`config.mk`:
```
export PLATFORM = sky130hd
export DESIGN_NAME = mem_access_unit
export DESIGN_NICKNAME = d
export VERILOG_FILES = /design/src/rtl/mem_access_unit.sv
export SDC_FILE = /design/constraint.sdc
export NUM_CORES = 1
export LEC_CHECK = 0
export BUFFER_PORTS_ARGS = -buffer_cell sky130_fd_sc_hd__buf_2
export CORE_MARGIN = 8
export CORE_UTILIZATION = 44
export DETAILED_ROUTE_END_ITERATION = 16
export HOLD_SLACK_MARGIN = 0.15
export PLACE_DENSITY_LB_ADDON = 0.2
export SLEW_MARGIN = 20
export SYNTH_ARGS = -nofsm -noshare
export SYNTH_HDL_FRONTEND = slang
export SYNTH_SLANG_ARGS = --single-unit
```
`constraint.sdc`:
```
create_clock -name clk -period 7.45 [get_ports clk]
set_input_delay 1.49 -clock clk [delete_from_list [all_inputs] [get_ports clk]]
set_output_delay 1.49 -clock clk [all_outputs]
set_load 0.02 [all_outputs]
```
`src/rtl/mem_access_unit.sv`:
```
// RV32I memory-stage load/store unit: formats loads, lane-aligns stores and
// runs a req/ready handshake with a variable-latency data memory.
module mem_access_unit #(
  parameter int TIMEOUT = 255
) (
  input  logic        clk,
  input  logic        rst_n,
  input  logic        mem_read,
  input  logic        mem_write,
  input  logic [2:0]  funct3,
  input  logic [31:0] addr,
  input  logic [31:0] wdata,
  output logic        stall,
  output logic [31:0] read_data,
  output logic        misalign,
  output logic        bus_err,
  output logic        dmem_req,
  output logic        dmem_we,
  output logic [31:0] dmem_addr,
  output logic [3:0]  dmem_be,
  output logic [31:0] dmem_wdata,
  input  logic        dmem_ready,
  input  logic [31:0] dmem_rdata
);

  typedef enum logic [1:0] {IDLE, BUSY, DONE} state_t;

  localparam logic [15:0] CNT_LAST = 16'(TIMEOUT - 1);

  state_t      state_q;
  logic [15:0] cnt_q;
  logic [2:0]  f3_q;
  logic [1:0]  off_q;
  logic        to_q;
  logic        req_q, we_q;
  logic [3:0]  be_q;
  logic [31:0] addr_q, wdata_q, rdata_q;

  function automatic logic [31:0] fmt_load(input logic [2:0] f3, input logic [1:0] off,
                                           input logic [31:0] w);
    logic [7:0]  b;
    logic [15:0] h;
    b = w[{off, 3'b000} +: 8];
    h = off[1] ? w[31:16] : w[15:0];
    case (f3)
      3'b000:  return {{24{b[7]}}, b};
      3'b100:  return {24'b0, b};
      3'b001:  return {{16{h[15]}}, h};
      3'b101:  return {16'b0, h};
      default: return w;
    endcase
  endfunction

  function automatic logic [3:0] store_be(input logic [2:0] f3, input logic [1:0] off);
    case (f3[1:0])
      2'b00:   return 4'b0001 << off;
      2'b01:   return off[1] ? 4'b1100 : 4'b0011;
      default: return 4'b1111;
    endcase
  endfunction

  function automatic logic [31:0] store_data(input logic [2:0] f3, input logic [31:0] w);
    case (f3[1:0])
      2'b00:   return {4{w[7:0]}};
      2'b01:   return {2{w[15:0]}};
      default: return w;
    endcase
  endfunction

  logic op, illegal, misal, idle, issue;

  always_comb begin
    op      = mem_read | mem_write;
    illegal = mem_write ? (funct3[2] | (funct3[1:0] == 2'b11))
                        : ((funct3 == 3'b011) | (funct3[2:1] == 2'b11));
    misal   = ((funct3[1:0] == 2'b01) & addr[0]) |
              ((funct3[1:0] == 2'b10) & (addr[1:0] != 2'b00));
    idle    = (state_q == IDLE);
    issue   = idle & op & !illegal & !misal;
  end

  // Faults raised in IDLE are same-cycle pulses; a timeout reports in DONE.
  assign stall      = issue | (state_q == BUSY);
  assign misalign   = idle & op & !illegal & misal;
  assign bus_err    = (idle & op & illegal) | ((state_q == DONE) & to_q);
  assign dmem_req   = req_q;
  assign dmem_we    = we_q;
  assign dmem_be    = be_q;
  assign dmem_addr  = addr_q;
  assign dmem_wdata = wdata_q;
  assign read_data  = rdata_q;

  always_ff @(posedge clk) begin
    if (!rst_n) begin
      state_q <= IDLE;
      req_q   <= 1'b0;
      we_q    <= 1'b0;
      be_q    <= 4'b0000;
      rdata_q <= 32'h0;
      cnt_q   <= 16'h0;
      to_q    <= 1'b0;
    end else begin
      case (state_q)
        IDLE: begin
          if (issue) begin
            addr_q  <= {addr[31:2], 2'b00};
            we_q    <= mem_write;
            be_q    <= mem_write ? store_be(funct3, addr[1:0]) : 4'b1111;
            wdata_q <= store_data(funct3, wdata);
            f3_q    <= funct3;
            off_q   <= addr[1:0];
            req_q   <= 1'b1;
            cnt_q   <= 16'h0;
            state_q <= BUSY;
          end
        end
        BUSY: begin
          if (dmem_ready) begin
            req_q <= 1'b0;
            if (!we_q) rdata_q <= fmt_load(f3_q, off_q, dmem_rdata);
            state_q <= DONE;
          end else if (cnt_q == CNT_LAST) begin
            req_q <= 1'b0;
            if (!we_q) rdata_q <= 32'h0;
            to_q    <= 1'b1;
            state_q <= DONE;
          end else begin
            cnt_q <= cnt_q + 16'h1;
          end
        end
        DONE: begin
          to_q    <= 1'b0;
          state_q <= IDLE;
        end
        default: state_q <= IDLE;
      endcase
    end
  end

endmodule

```
==> results.json, run 1 <==
{
  "initial_core_util": 0.453,
  "grt_pass1_vias": 4716,
  "netlist_area_um2": 5460,
  "cts_root_buf": "clkbuf_16",
  "gp_congestion": 0.864,
  "fin_area_um2": 7100,
  "r2r_end": "read_data[20]",
  "tns_ps": 0,
  "synth_edf_count": 67,
  "grt_max_degree": 68,
  "met2_usage": 0.312,
  "slew_headroom": 0.260,
  "grt_usage": 0.191,
  "finClkSkew_ps": 7.84,
  "p_per_area_nw_per_um2": 235,
  "crit_fanout": 16,
  "grt_most_used_layer": "met2",
  "drtIter0Drc": 391,
  "nNetsFinal": 786,
  "whs_ps": 463,
  "routed_wl_um": 15700,
  "seq_area_um2": 3150,
  "tightest_slew_ps": 1100,
  "viasPerCell": 5.34,
  "cts_buffers": 17,
  "grt.met3_usage": 0.114,
  "multi_input_area_um2": 2130,
  "firstDrtPassIters": 5,
  "cp-start-kind": "input pin",
  "dieArea_um2": 16200,
  "hold_viol": 0,
  "fin_crit_ps": 4660,
  "cts_max_level": 4,
  "max_cap_violations": 0,
  "r2r_slack_ps": 4990,
  "worstReg2RegStart": "cnt_q[15]",
  "rows": 40,
  "max_clock_freq_ghz": 0.215,
  "dpl_cell_area_um2": 6580,
  "cts_hold_buffers": 0,
  "antenna_left": 0,
  "fp.dieW_um": 127,
  "worstPathArrival_ps": 3170,
  "clkSinkCount": 124,
  "insertion_delay_ps": 410,
  "synth.avg_cell_area_um2": 11.4,
  "cts_buffer_depth": 2,
  "drv_slew": 0,
  "ir_worst_vdd_mv": 0.172,
  "dpl.hpwl_um": 11800,
  "die_height_um": 127,
  "fin_crit_sh": 0.625,
  "grt_pass1_wl_um": 24500,
  "yosysWarningCount": 0,
  "io_buffer_count": 206,
  "rsz0062_at_grt": "no",
  "finalSetupViolations": 0,
  "cts_resized": 0,
  "drc": 0,
  "instances_no_fill": 862,
  "met1_usage": 0.200,
  "post_cts_buffers": 0,
  "holdPathStages": 2,
  "syn_inst": 479,
  "whs_endpoint": "read_data[1]",
  "p_leak_nw": 2.93,
  "wire_per_inst_um": 18.2,
  "grt_overflow": 0,
  "yosys.cell_types.count": 59,
  "required_ps": 5960,
  "placed_cells": 829,
  "yosysSeqAreaShare": 0.577,
  "synth-main-ff-cell": "edfxtp_1",
  "area_growth_pct": 30.1,
  "clk_pin_slew_ps": 50,
  "vias": 4600,
  "worstHoldStart": "read_data[1]",
  "num-fill-cells": 1028,
  "hp-class": "flip-flop to flip-flop",
  "io_pins": 209,
  "outcome": "finished, final reports clean",
  "tritoncts": "built",
  "reg2reg_depth": 5,
  "async_flop_share": 0,
  "core_um2": 12100,
  "end_kind": "output port",
  "fin_util": 0.589,
  "antenna_found_initial": 2,
  "crit_type": "input pin to output port",
  "drive_gt1_frac": 0.385,
  "synth_seq_cells": 124
}
logic make-up (layout without fill, tap and decap cells):
kind of cell	count (synthesis)	in the layout	share of synthesized area
other	1	3	0.000687
buffers and inverters	37	250	0.0350
muxes	38	38	0.0761
DFF	124	124	0.577
and+or+nand+nor	136	136	0.134
AOI/OAI and AO/OA	141	141	0.172
adders and majority gates	2	2	0.00458
final cells by class:
type                    instances  area share
flip-flops and latches        124       0.444
multi-input cells             319       0.299
repair buffers                209       0.148
clock buffers                  18      0.0604
well taps                     168      0.0296
clock inverters                14      0.0136
inverters                       9     0.00476
diodes                          1    0.000352
cells in the mapped netlist, types with 3 or more instances:
cell type | count | area, um^2
or4_1 | 4 | 30.0
nand2_1 | 41 | 154
buf_6 | 3 | 33.8
nand3_1 | 7 | 35.0
o2111ai_1 | 5 | 43.8
or3_1 | 25 | 156
mux2_2 | 18 | 203
o21ai_0 | 59 | 295
nor2b_1 | 10 | 62.6
nor3_1 | 7 | 35.0
o21bai_1 | 3 | 22.5
a21oi_1 | 22 | 110
o31ai_1 | 4 | 30.0
edfxtp_1 | 67 | 2010
a32o_1 | 8 | 80.1
nor2_1 | 17 | 63.8
nand2b_1 | 6 | 37.5
o22ai_1 | 4 | 25.0
inv_1 | 8 | 30.0
clkbuf_1 | 16 | 60.1
dfxtp_1 | 57 | 1140
a22o_1 | 16 | 140
and2_1 | 4 | 25.0
nand4_1 | 3 | 18.8
buf_2 | 5 | 25.0
mux2i_1 | 19 | 190
where the power goes:
part | leakage [nW] | total [mW] | switching (mW) | internal (mW)
sequential | 1.08 | 0.763 | 0.0131 | 0.750
combinational | 1.60 | 0.181 | 0.112 | 0.0687
clock | 0.250 | 0.726 | 0.303 | 0.423
total | 2.93 | 1.67 | 0.428 | 1.24
worst max path at each step:
| stage | cells past startpoint | end | from | slack, ps |
|---|---|---|---|---|
| finish | 5 | stall | funct3[0] | 2790 |
| global route | 5 | stall | funct3[0] | 2580 |
| CTS | 5 | stall | funct3[0] | 2810 |
| detailed placement | 5 | stall | funct3[0] | 2810 |
| global placement | 5 | stall | funct3[0] | 2880 |
| floorplan | 4 | dmem_addr[10] | funct3[0] | 40 |
sequential cells by signal, summed over array words and instances (netlist names):
| name | flops |
|---|---|
| cnt_q | 16 |
| dmem_addr | 30 |
| dmem_be | 4 |
| dmem_req | 1 |
| dmem_wdata | 32 |
| dmem_we | 1 |
| f3_q | 3 |
| off_q | 2 |
| read_data | 32 |
| state_q | 2 |
| to_q | 1 |
cell usage in the layout (no fill, tap or decap), types with 5 or more instances in the layout:
master,netlist,layout
inv_1,8,8
a22o_1,16,16
o2111ai_1,5,5
mux2_2,18,18
a32o_1,8,8
nand3_1,7,7
buf_2,5,206
dfxtp_1,57,57
nand2b_1,6,6
nor2b_1,10,10
nor3_1,7,6
a21oi_1,22,22
or3_1,25,25
nor2_1,17,17
o21ai_0,59,59
nand2_1,41,41
mux2i_1,19,19
clkbuf_16,0,17
edfxtp_1,67,67
metrics by stage:
stage / worst slack [ps] / power (mW)
finish: 2790 / 1.67
global route: 2580 / 1.74
CTS: 2810 / 1.69
detailed placement: 2810 / 0.959
global placement: 2880 / 0.956
floorplan: 39.1 / 0.884
per-layer routing:
layer,routed length (um),part of all wire,up-vias
met5,8,0.00051,-
met4,157,0.010,2
met1,5880,0.38,2146
li1,-,-,2228
met3,2010,0.13,17
met2,7590,0.49,207
critical path, stage by stage:
cell	delay (ps)
buf_2	220
o21ai_0	350
o2111ai_1	430
o21ai_0	430
buf_2	240
Note: power is estimated with default switching activity, not from simulation.
==> inputs of run 2 (changes only) <==
ABC_AREA = 1   (was not set)
CORE_UTILIZATION = 45   (was 44)
clock period = 4.1 ns   (was 7.45 ns; I/O delays follow)
==> run 2 against run 1 <==
Effect of this change: via count rose by 18%; sequential share of layout area fell by 3.1 points; count of clock-buffer cells in the layout did not move; largest cell class unchanged; hold slack improved by 17 ps; final area rose by 7.6%; area after synthesis rose by 8.5%; clock skew fell by 2.1 ps; core utilization fell by 0.26 points; final cell count rose by 33%; die area rose by 5.3%; largest power group is now the clock network.
==> results.json, run 2 <==
{
  "outcome": "finished, final reports clean",
  "firstDrtPassIters": 5,
  "slowest_delay_ps": 390,
  "final_common_cell": "nand2_1",
  "dieArea_um2": 17100,
  "antenna_left": 0,
  "synth_top_cell_area_share": 0.340,
  "whs_ps": 480,
  "hp-class": "flip-flop to flip-flop",
  "ir_worst_vdd_mv": 0.252,
  "fin_area_um2": 7640,
  "yosysWarningCount": 0,
  "grt_overflow": 0,
  "grt_pass1_vias": 5152,
  "tns_ps": 0,
  "crit_chain": "buf_2 > inv_2 > nand2_1 > nand3_1 > nand2_2 > nand2_1 > buf_2",
  "worstPathArrival_ps": 2170,
  "cts_buffers": 17,
  "wire_per_inst_um": 14.9,
  "io_buffer_count": 206,
  "num-fill-cells": 1290,
  "fp.dieW_um": 131,
  "antennaDiodeCount": 0,
  "drtIter0Drc": 436,
  "synth_area_leaders": "edfxtp_1 (34%), dfxtp_1 (19%), nand2_1 (13%)",
  "r2r_slack_ps": 1900,
  "grt_max_degree": 63,
  "vias": 5448,
  "p_leak_nw": 3.63,
  "die_height_um": 131,
  "drc": 0,
  "crit_type": "input pin to output port",
  "nNetsFinal": 1065,
  "async_flop_share": 0,
  "gp_congestion": 0.909,
  "cts_resized": 0,
  "tightest_slew_ps": 672,
  "end_kind": "output port",
  "routed_wl_um": 17100,
  "io_pins": 209,
  "netlist_area_um2": 5920,
  "required_ps": 3280,
  "clkSinkCount": 124,
  "viasPerCell": 4.75,
  "clk_pin_slew_ps": 60,
  "synth_commonest_cells": "nand2_1 (212), nor2_1 (114), inv_1 (90)",
  "drv_slew": 0,
  "syn_inst": 760,
  "grt_pass1_wl_um": 26700,
  "hold_viol": 0,
  "core_um2": 13000,
  "cts_root_buf": "clkbuf_16",
  "cts_hold_buffers": 0,
  "multi_input_area_um2": 2260,
  "synth_edf_count": 67,
  "slowest_stage": "buf_2",
  "antenna_found_initial": 0,
  "yosys.cell_types.count": 35,
  "slew_headroom": 0.552,
  "dpl_cell_area_um2": 7070,
  "grt_usage": 0.204,
  "synth-main-ff-cell": "edfxtp_1",
  "seq_area_um2": 3150,
  "tritoncts": "built",
  "dpl.hpwl_um": 12700,
  "cts_buffer_depth": 2,
  "finClkSkew_ps": 5.71,
  "yosys.area.top_type": "edfxtp_1",
  "drive_gt1_frac": 0.269,
  "area_growth_pct": 29.0,
  "cts_max_level": 4,
  "max_cap_violations": 0,
  "cp-start-kind": "input pin",
  "rsz0062_at_grt": "no",
  "post_cts_buffers": 0,
  "synth_seq_cells": 124,
  "finalSetupViolations": 0,
  "synth.most_common_cell": "nand2_1",
  "fin_crit_sh": 0.730,
  "max_clock_freq_ghz": 0.334,
  "fin_crit_ps": 2990,
  "initial_core_util": 0.454,
  "p_per_area_nw_per_um2": 421,
  "yosysSeqAreaShare": 0.532,
  "crit_fanout": 25,
  "synth.avg_cell_area_um2": 7.79,
  "rows": 42,
  "most-common-layout-cells": "nand2_1 (212), buf_2 (206), nor2_1 (113), inv_1 (90), a21oi_1 (73)",
  "insertion_delay_ps": 410
}
==> run 2: changes by cell type after synthesis, moves of 10 or more <==
cell / before / now
nand2_1: 41 / 212
a22o_1: 16 / 0
nor2_1: 17 / 114
o21ai_0: 59 / 32
mux2i_1: 19 / 0
mux2_2: 18 / 0
a21oi_1: 22 / 73
or3_1: 25 / 0
inv_1: 8 / 90
nor2b_1: 10 / 0
nand3_1: 7 / 37
==> run 2: stage by stage <==
step	total power, mW	std cells	utilization	setup slack (ps)
floorplan	1.65	761	-	590
global placement	1.79	1116	0.542	1170
detailed placement	1.79	1116	0.542	1100
CTS	3.24	1148	0.586	1090
global route	3.34	1148	0.586	958
finish	3.22	1148	0.586	1110
==> run 2: logic make-up after synthesis <==
group                      after synthesis  synth area share
and+or+nand+nor                        388             0.268
other                                    1          0.000633
buffers and inverters                  127            0.0885
xor gates and xnor gates                 2           0.00296
DFF                                    124             0.532
AOI/OAI and AO/OA                      116             0.103
adders and majority gates                2           0.00422
==> run 2: layer usage <==
layer / global-route usage / vias to the layer above / wire (um)
met3: 0.0446 / 23 / 1170
met2: 0.349 / 167 / 8440
met1: 0.243 / 2425 / 7110
li1: - / 2833 / -
met4: 0.0858 / 0 / 359
met5: 0 / - / 0
==> run 2: final timing paths <==
path              from           end  depth (start not counted)
max reg2reg    f3_q[1]  read_data[0]                          9
min reg2reg       to_q          to_q                          2
min               to_q          to_q                          2
max          funct3[1]         stall                          7
==> run 2: final cells by class <==
cell class	count	share of cell area
timing repair buffer	210	0.140
inverter	96	0.0473
clock buffer	18	0.0562
sequential	124	0.413
clock inverter	14	0.0193
multi-input combinational	510	0.295
tap	176	0.0288
==> run 2: where the power goes <==
| group | total (mW) | switching, mW | internal (mW) | leakage, nW |
|---|---|---|---|---|
| clock network | 1.45 | 0.556 | 0.893 | 0.270 |
| registers | 1.39 | 0.0213 | 1.37 | 1.08 |
| logic | 0.379 | 0.252 | 0.126 | 2.29 |
==> run 2: critical path, delay by kind of cell <==
kind / cells / cell delay (ps)
and+or+nand+nor: 4 / 590
buffers and inverters: 3 / 750
